<file path="src/rtl/priority_scanner_pkg.sv">
// prio_scan_pkg: shared types and helpers for the priority scanner.
// State encoding, its width, and the index-width helper used to size out_idx.
// Optional feature macro used by the block: PRIO_SCAN_ZERO_FLAG_EN.
package prio_scan_pkg;

    localparam int STATE_W = 2;

    typedef enum logic [STATE_W-1:0] {
        IDLE = 2'd0,
        SCAN = 2'd1,
        ZERO = 2'd2
    } scan_state_t;

    // Number of bits needed to name any bit position of a WIDTH-bit vector.
    function automatic int idx_width(input int width);
        return (width < 2) ? 1 : $clog2(width);
    endfunction

endpackage

</file>
<file path="src/rtl/priority_scanner_enc.sv">
// prio_enc_msb: purely combinational most-significant-set-bit encoder.
// idx is the position of the highest 1 in vec (0 when vec is empty), any is the OR of vec.
module prio_enc_msb #(
    parameter int WIDTH = 8,
    parameter int IDX_W = $clog2(WIDTH)
) (
    input  logic [WIDTH-1:0] vec,
    output logic [IDX_W-1:0] idx,
    output logic             any
);

    // Walk upward so the highest set bit is the last one to write idx.
    always_comb begin
        idx = '0;
        for (int k = 0; k < WIDTH; k++) begin
            if (vec[k]) begin
                idx = IDX_W'(k);
            end
        end
    end

    assign any = |vec;

endmodule

</file>
<file path="src/rtl/priority_scanner.sv">
// priority_scanner: accepts a request vector over valid/ready and emits the index
// of every set bit, highest first, one per output handshake, with a last-beat flag.
// Optional feature macro: PRIO_SCAN_ZERO_FLAG_EN adds the out_zero port and a
// ZERO state that reports an accepted all-zero vector as a single flagged beat.
module priority_scanner
    import prio_scan_pkg::*;
#(
    parameter int WIDTH = 8,
    parameter int IDX_W = idx_width(WIDTH)
) (
    input  logic             clk,
    input  logic             rst,
    input  logic             en,
    input  logic             in_valid,
    output logic             in_ready,
    input  logic [WIDTH-1:0] in_vec,
    output logic             out_valid,
    input  logic             out_ready,
    output logic [IDX_W-1:0] out_idx,
    output logic             out_last
`ifdef PRIO_SCAN_ZERO_FLAG_EN
    ,
    output logic             out_zero
`endif
);

    scan_state_t      state;
    logic [WIDTH-1:0] pend;
    logic [WIDTH-1:0] pend_minus_one;
    logic [WIDTH-1:0] clear_mask;
    logic [IDX_W-1:0] msb_idx;
    logic             pend_any;
    logic             pend_last;
    logic             in_fire;
    logic             out_fire;

    prio_enc_msb #(
        .WIDTH(WIDTH),
        .IDX_W(IDX_W)
    ) u_enc (
        .vec(pend),
        .idx(msb_idx),
        .any(pend_any)
    );

    // Exactly one bit left means the current beat is the final one for this vector.
    assign pend_minus_one = pend - WIDTH'(1);
    assign pend_last      = pend_any && ((pend & pend_minus_one) == '0);

    // One-hot mask of the bit being emitted, used to retire it on a pop.
    always_comb begin
        clear_mask          = '0;
        clear_mask[msb_idx] = 1'b1;
    end

    assign in_ready = en && !rst && (state == IDLE);
    assign in_fire  = in_valid && in_ready;
    assign out_fire = out_valid && out_ready;

    // Output beat is decoded purely from registered state so nothing from in_* reaches out_*.
    always_comb begin
        out_valid = 1'b0;
        out_idx   = '0;
        out_last  = 1'b0;
`ifdef PRIO_SCAN_ZERO_FLAG_EN
        out_zero  = 1'b0;
`endif
        case (state)
            SCAN: begin
                out_valid = 1'b1;
                out_idx   = msb_idx;
                out_last  = pend_last;
            end
`ifdef PRIO_SCAN_ZERO_FLAG_EN
            ZERO: begin
                out_valid = 1'b1;
                out_last  = 1'b1;
                out_zero  = 1'b1;
            end
`endif
            default: begin
            end
        endcase
    end

    // Accept a vector in IDLE, retire one pending bit per output transfer, return to IDLE after the last.
    always_ff @(posedge clk) begin
        if (rst) begin
            state <= IDLE;
            pend  <= '0;
        end else begin
            case (state)
                IDLE: begin
                    if (in_fire) begin
                        pend <= in_vec;
                        if (|in_vec) begin
                            state <= SCAN;
                        end
`ifdef PRIO_SCAN_ZERO_FLAG_EN
                        else begin
                            state <= ZERO;
                        end
`endif
                    end
                end
                SCAN: begin
                    if (out_fire) begin
                        if (pend_last) begin
                            state <= IDLE;
                            pend  <= '0;
                        end else begin
                            pend <= pend & ~clear_mask;
                        end
                    end
                end
`ifdef PRIO_SCAN_ZERO_FLAG_EN
                ZERO: begin
                    if (out_fire) begin
                        state <= IDLE;
                    end
                end
`endif
                default: begin
                    state <= IDLE;
                    pend  <= '0;
                end
            endcase
        end
    end

endmodule
</file>
<file path="config.mk">
export PLATFORM = sky130hd
export DESIGN_NAME = priority_scanner
export DESIGN_NICKNAME = d
export VERILOG_FILES = /design/src/rtl/priority_scanner_pkg.sv /design/src/rtl/priority_scanner_enc.sv /design/src/rtl/priority_scanner.sv
export SDC_FILE = /design/constraint.sdc
export NUM_CORES = 1
export LEC_CHECK = 0
export CAP_MARGIN = 20
export CELL_PAD_IN_SITES_DETAIL_PLACEMENT = 1
export CELL_PAD_IN_SITES_GLOBAL_PLACEMENT = 1
export CORE_ASPECT_RATIO = 1.5
export CORE_MARGIN = 3
export CORE_UTILIZATION = 36
export CTS_CLUSTER_DIAMETER = 80
export DETAILED_ROUTE_END_ITERATION = 7
export PLACE_DENSITY = 0.84
export SYNTH_ARGS = -nofsm -noshare
export SYNTH_HDL_FRONTEND = slang
export SYNTH_HIERARCHICAL = 1
export SYNTH_SLANG_ARGS = --single-unit
</file>
<file path="constraint.sdc">
create_clock -name clk -period 2.6 [get_ports clk]
set_input_delay 0.52 -clock clk [delete_from_list [all_inputs] [get_ports clk]]
set_output_delay 0.52 -clock clk [all_outputs]
set_load 0.05 [all_outputs]
</file>
* After elaboration in Yosys (flattened, before gate mapping)
Cells that the tools add are included.
** Operators by class
- $add $sub $neg :: 1
- $lt $le $gt $ge :: 2
- Equality and inequality tests :: 5
- Mux-type cells :: 21
- Bitwise logic cells :: 3
- Reductions and logical operators :: 13
** Operators with widths (count)
- 8-bit 2-to-1 mux :: 3
- 8-bit AND :: 2
- 8-bit one-hot mux with 2 select lines :: 1
- 8-bit OR reduction :: 2
- 3-bit 2-to-1 mux :: 5
- 2-bit 2-to-1 mux :: 6
- 8-bit logical NOT :: 1
- 8-bit inverter :: 1
- 8-bit by 1-bit subtractor with 8-bit output (second input constant) :: 1
- 1-bit logical AND :: 6
- 2-bit inequality test (second input constant) :: 3
- 3-bit by 4-bit less-than comparator with 1-bit output (second input constant) :: 1
- 1-bit 2-to-1 mux :: 4
- 2-bit one-hot mux with 2 select lines :: 1
- 4-bit AND reduction :: 1
- 1-bit demux with 3-bit select :: 1
- 3-bit by 1-bit greater-or-equal comparator with 1-bit output (second input constant) :: 1
- 2-bit by 1-bit equality test with 1-bit output (second input constant) :: 1
- 2-bit logical NOT :: 1
- 2-bit by 1-bit inequality test with 1-bit output (second input constant) :: 1
- 2-bit AND reduction :: 1
- 1-bit logical NOT :: 1
** Word-level totals
- Register bits after elaboration :: 10
- Bits of input ports :: 13
- Output and inout bits :: 6
- Logic and storage cells :: 47

* Depth between registers and ports, before layout
- Word-level depth :: 16
- Gate-level depth with buffers :: 7
- Gate-level depth less buffers :: 7

* Modules after synthesis
Netlist, hierarchy kept.
** Modules (own cells, without submodules)
- priority_scanner :: times used 1, cells each 81, area each 653.1 um^2, seq. area each 180.2 um^2
- prio_enc_msb :: times used 1, cells each 12, area each 66.3 um^2, seq. area each 0.0 um^2

* Least setup slack after synthesis
Ideal clock, no wire load.
- Path kind :: reg2reg
- Start point :: register state[0]
- End point :: register pend[0]
- Library setup time :: 0.103 ns
- Arrival time :: 2.103 ns
- Path slack :: 0.393 ns
- Stages on the path, launching flop included :: 7
- Buffers on the path :: 2
- Period minus slack after synthesis :: 2.207 ns
- Cells stage by stage :: dfxtp_1 buf_4 nor3b_2 and2_1 buf_2 a21oi_1 a2111oi_2
** Between the ends
- Cells in the longest elaborated chain, start to end :: 5
- Elaborated cells between the ends (all ways) :: 10
** RTL lines
- start, declared :: line priority_scanner.sv:27 : scan_state_t state;
- start signal, assigned :: line priority_scanner.sv:89 : state <= IDLE;
- start signal, assigned :: line priority_scanner.sv:97 : state <= SCAN;
- start signal, assigned :: line priority_scanner.sv:109 : state <= IDLE;
- 2-bit logical NOT :: line priority_scanner.sv:56 : assign in_ready = en && !rst && (state == IDLE);
- 1-bit logical AND :: line priority_scanner.sv:56
- net in_ready :: line priority_scanner.sv:15 : output logic in_ready,
- 1-bit logical AND :: line priority_scanner.sv:57 : assign in_fire = in_valid && in_ready;
- 2-bit inequality test (no source line)
- 2-bit AND reduction (no source line)
- end signal, assigned :: line priority_scanner.sv:95 : pend <= in_vec;
- end signal, assigned :: line priority_scanner.sv:112 : pend <= pend & ~clear_mask;
- end, declared :: line priority_scanner.sv:28 : logic [WIDTH-1:0] pend;
The timed path passes the listed nets, and every way through them passes these cells.
A chain may end at the register's enable or synchronous reset.

* Final worst setup path
- Start point :: register pend[1]
- End point :: output out_last
** Between the ends
- Cells in the longest elaborated chain, start to end :: 5
- Elaborated cells between the ends (all ways) :: 6
** RTL lines
- 8-bit by 1-bit subtractor with 8-bit output :: line priority_scanner.sv:47 : assign pend_minus_one = pend - WIDTH'(1);
- 8-bit AND :: line priority_scanner.sv:48 : assign pend_last = pend_any && ((pend & pend_minus_one) == '0);
- 8-bit logical NOT :: line priority_scanner.sv:48
- 1-bit logical AND (*) :: line priority_scanner.sv:48
- 1-bit 2-to-1 mux (*) :: line priority_scanner.sv:68 : case (state)
- end, declared :: line priority_scanner.sv:20 : output logic out_last
Every way passes the cells marked *; elsewhere a longest branch is shown, timed or not.

==> impl_metrics.yaml <==
worst_setup_path:
  rr_worst_depth: 5
  crit_cells: 5
  crit_required_ps: 2080
  end_kind: "output pin"
  crit_chain: "nor4_4 > inv_1 > a211oi_1 > and2_1 > buf_12"
  critPathKind: "register to output pin"
  arrival_ps: 1810
  cp_max_fo: 8
  slowest_delay_ps: 400
  path_buf_inv: 2
  start_kind: "register"
  critPathTopFamily: "simple AND/OR/NAND/NOR gates"
  slowest_stage: "dfxtp_1"
sta:
  post-route-period-util: 0.894
  skew_ps: 2.78
  tightest_slew_ps: 538
  max_freq_mhz: 430
  fin_crit_ps: 2330
  maxSlewViolCount: 0
  slew-limit-headroom: 0.642
  fin_setup_tns_ps: 0
  hold_violations: 0
  setup_viol: 0
  hold_ws_ps: 619
  rsz0062_at_grt: "no"
yosys:
  synth_top_area_frac: 0.250
  yosysMostFrequentCell: "nor2_1"
  synth_edf_count: 0
  synthTopCellsByCount: "14 x nor2_1, 11 x a21oi_1, 9 x dfxtp_1"
  synth_top_area_cell: "dfxtp_1"
  syn_nets: 106
  async_flop_share: 0
  yosysSeqAreaShare: 0.250
  synthTopCellsByArea: "dfxtp_1 25%, a21oi_1 7.7%, nor2_1 7.3%"
  ys_types: 31
  yosys_warnings: 6
  postSynthAreaPerCell_sq_um: 7.74
  synth_area_sq_um: 719
  synthCells: 93
  ys.flop_type: "dfxtp_1"
  synth-seq-cells: 9
clock_network:
  cts_buffer_depth: 2
  cts_hold_buf: 0
  clock_latency_ps: 260
  cts_root_buf: "clkbuf_4"
  ctsHtreeMaxLevel: 1
  cts_inserted_buffers: 3
  cts_tree: "built"
  clock-sinks: 9
  clk_pin_slew_worst_paths_ps: 70
floorplanning:
  die_w_um: 42.5
  ios: 19
  num_rows: 19
  dieHeight_um: 60.8
  core_area_sq_um: 1850
  initial_core_util: 0.388
  die-area_sq_um: 2580
run_status:
  status: "finished clean"
finish:
  n_antenna_cell: 0
  fillers: 233
  multi_input_area_sq_um: 490
  synthToLayoutAreaGrowth_pct: 37.6
  drive_above_1_share: 0.165
  fin_cells: 136
  regArea_sq_um: 180
  finalNetCount: 129
global_routing:
  grt_pass1_vias: 849
  grt_overflow: 0
  grt_pass1_wl_um: 3960
  grt_max_degree: 10
  antenna_found_initial: 0
  grt_usage: 0.201
power_and_ir_drop:
  ir_drop_uv: 268
  p_leak_nw: 0.344
  power.density_nw_per_um2: 432
placed_design:
  io_buffers: 18
  gp_congestion: 0.833
  dpl.hpwl_um: 1860
  dpl.cell_count: 132
detailed_routing:
  route.detailed.drc: 0
  first_iter_violations: 20
  wire_per_inst_um: 17.1
  antenna_left: 0
  detail_route.vias_per_cell: 6.15
  routed_wirelength_um: 2330
  vias: 837
  drtPass1Iterations: 4
worst_hold_path:
  worstHoldPathCells: 2
  hold_path_class: "register to register"
flow_run:
  maxCapViolCount: 0
-- state kept, by name (all words and copies together), names as in the netlist --
| name | cells |
|---|---|
| state | 1 |
| pend | 8 |
-- final timing paths --
kind / from / to / slack, ps
hold reg to reg: pend[3]$_SDFFE_PP0P_ / pend[3]$_SDFFE_PP0P_ / 620
setup reg to reg: pend[1]$_SDFFE_PP0P_ / pend[1]$_SDFFE_PP0P_ / 710
setup / recovery: pend[1]$_SDFFE_PP0P_ / out_last / 270
hold / removal: pend[3]$_SDFFE_PP0P_ / pend[3]$_SDFFE_PP0P_ / 620
-- stage by stage --
step                total power, mW  utilization  worst slack [ps]  cell area (sq um)
detailed placement            0.319        0.518               339                961
global route                  0.459        0.534              63.6                990
CTS                           0.428        0.532              46.2                987
finish                        0.427        0.534               274                990
floorplan                     0.256            -               393                719
global placement              0.314        0.518               374                961
-- worst min-delay path, cell delays in order (launching register included) --
cell and delay, ps:
dfxtp_1 390, nand3_1 100, o32ai_1 70
-- where the power goes --
group / leakage (nW) / internal, mW / total [mW] / switching [mW]
registers: 0.0735 / 0.145 / 0.161 / 0.0154
clock network: 0.0150 / 0.0591 / 0.110 / 0.0513
logic: 0.256 / 0.0667 / 0.156 / 0.0896
total: 0.344 / 0.271 / 0.427 / 0.156
-- layer usage --
metal / share of wire / wire, um / track usage
met5: 0 / 0 / 0
met4: 0.022 / 51 / 0.0844
met3: 0.034 / 80 / 0.0178
met2: 0.54 / 1250 / 0.375
met1: 0.41 / 946 / 0.234
-- layout make-up --
type                    instances  area share
multi-input cells              73       0.496
clock buffers                   4      0.0265
flip-flops and latches          9       0.182
inverters                       7      0.0265
well taps                      21      0.0265
repair buffers                 22       0.243
-- timing repair --
action	in CTS	in global routing
buffers inserted	0	0
resized for setup	0	1
setup endpoints to repair	0	1
-- cells by family after synthesis --
| group | after synthesis | synth area share |
|---|---|---|
| compound gates | 37 | 0.402 |
| buf+inv | 11 | 0.0678 |
| flops | 9 | 0.250 |
| simple gates | 36 | 0.280 |
-- layout by cell type, fill, tap and decap left out, types with 3 or more instances in the layout --
| master | instances |
|---|---|
| o32ai_1 | 6 |
| clkbuf_4 | 3 |
| o21ai_0 | 3 |
| nor2_1 | 14 |
| and2_1 | 3 |
| o311ai_0 | 3 |
| buf_12 | 3 |
| nand3_1 | 5 |
| clkdlybuf4s50_1 | 13 |
| a21oi_1 | 11 |
| buf_4 | 5 |
| dfxtp_1 | 9 |
| nand2_1 | 4 |
| inv_1 | 6 |
Note: power is estimated with default switching activity, not from simulation.
==> patch, RTL diff (same flow settings) <==
Re-encode `scan_state_t` (3 states) as one-hot, 3 bits wide.
--- a/src/rtl/priority_scanner_pkg.sv
+++ b/src/rtl/priority_scanner_pkg.sv
@@ -6,8 +6,8 @@
     localparam int STATE_W = 2;
 
-    typedef enum logic [STATE_W-1:0] {
-        IDLE = 2'd0,
-        SCAN = 2'd1,
-        ZERO = 2'd2
+    typedef enum logic [2:0] {
+        IDLE = 3'b001,
+        SCAN = 3'b010,
+        ZERO = 3'b100
     } scan_state_t;
 
Formal check against the unedited RTL: same outputs for any inputs over 10 cycles, from zero or initial values and one cycle with rst high; not proved beyond that.
==> patch against the original RTL <==
Sequential cell count grew 1. Area after synthesis grew 5.4%. Highest routed layer unchanged. Fmax up 0.79%. Sequential share of layout area is 1.2 points higher. Non-clock buffer count fell by 1. Cell area rose by 4.3%. Setup slack improved by 0.018 ns. Final cell count grew 9.6%. Critical path depth is 1 lower. Die area up 4.7%. Via count is 9.4% higher. Routed wire length up 7.0%.
Power is not compared: it rests on default switching activity, and its combinational part moved more than twofold at a synthesized area within 25%.
==> patch: results (changes against the original RTL) <==
- The flow ran to the end, and the final reports show no timing, DRC or antenna violations.
- The via density per instance is 6.15 (-0.11%).
- The routed wirelength normalized by instance count is 16.7 um (-2.3%).
- The delay contributed by the slowest stage of the critical path is 0.51 ns (+0.11 ns).
- The path depth of the worst reg2reg path is 6 (+1).
- The worst setup path startpoint is pend[3].
- The number of fill cells in the layout is 253 (+8.6%).
- The capture point of the worst path is out_idx[0].
- The synthesized-area fraction occupied by adder cells was 3.30% (+3.3 points).
- The remaining max-slew budget at the tightest pin is 62.6% (-1.6 points).
- The largest registers in the layout are pend x8, state x2.
- The synthesized instance count is 105 (+13%).
- On the critical path the largest part of the delay comes from compound AO/OA/AOI/OAI gates.
- The register-to-register path setup slack is 0.63 ns (-0.08 ns).
- The largest net degree at the start of global routing is 18 (+8).
- The number of nets in the synthesized netlist is 120 (+13%).
- In the synthesized netlist, the cells that appear most often are nand2_1 (18), dfxtp_1 (10), nor2_1 (8), o21ai_0 (8), nand3_1 (7).
- The worst clock skew on the final layout came to 0.00333 ns (+0.000553 ns).
- The part of the Yosys area used for sequential elements came to 26.4% (+1.4 points).
- The final net count is 144 (+12%).
- The compound-gate portion of the synthesized area is 30.5% (-9.6 points).
- The endpoint identified for the worst register-to-register timing path is state[0].
- The detailed-placement wirelength estimate came to 2030 um (+9.1%).
- The worst endpoint data arrival time was 1.79 ns (-0.02 ns).
- The share of layout cells above drive strength 1 is 13.3% (-3.2 points).
## patch: logic make-up (layout without fill, tap and decap cells)
family	after synthesis	after routing
compound gates	34	34
fa+ha+maj	2	2
buf+inv	9	32
flops	10	10
simple gates	50	50
## patch: report_power, final
group	switching (uW)	internal (uW)	total, uW
Combinational	511	319	830
Clock	58.5	85.0	144
Sequential	117	217	334
Total	687	620	1310
## patch: final cells by class
cell class,count,share of cell area [%]
timing repair buffer,21,21.3
sequential,10,19.4
inverter,7,2.55
tap,21,2.55
multi-input combinational,86,50.7
clock buffer,4,3.52
## patch: stage by stage
step | setup WS [ns] | area [sq um] | total power [uW] | hold WS, ns
floorplan | 0.196 | 764 | 883 | 0.467
global placement | 0.418 | 993 | 1110 | 0.491
detailed placement | 0.335 | 993 | 1160 | 0.543
CTS | 0.0364 | 1030 | 1310 | 0.553
global route | 0.152 | 1030 | 1440 | 0.578
finish | 0.293 | 1030 | 1310 | 0.549
## patch: worst min-delay path, delay by kind of cell (launching register included)
family / cells / cell delay (ns)
flip-flops: 1 / 0.33
AO/OA/AOI/OAI: 2 / 0.17
## patch: worst min-delay path by stage
stage	from	to	slack, ns
2_1_floorplan	state[1]	state[1]	0.47
3_3_place_gp	state[1]	state[1]	0.49
3_5_place_dp	state[1]	state[1]	0.54
4_1_cts	state[1]	state[1]	0.55
5_1_grt	state[1]	state[1]	0.58
6_report	state[1]	state[1]	0.55
## patch: routing by layer
| metal | up-vias | track usage (%) | share of wire, % | routed length [um] |
|---|---|---|---|---|
| met4 | 0 | 10.2 | 3.0 | 76 |
| li1 | 438 | - | - | - |
| met3 | 9 | 2.89 | 3.2 | 79 |
| met1 | 441 | 22.3 | 38 | 949 |
| met5 | - | 0 | 0 | 0 |
| met2 | 28 | 38.5 | 56 | 1390 |
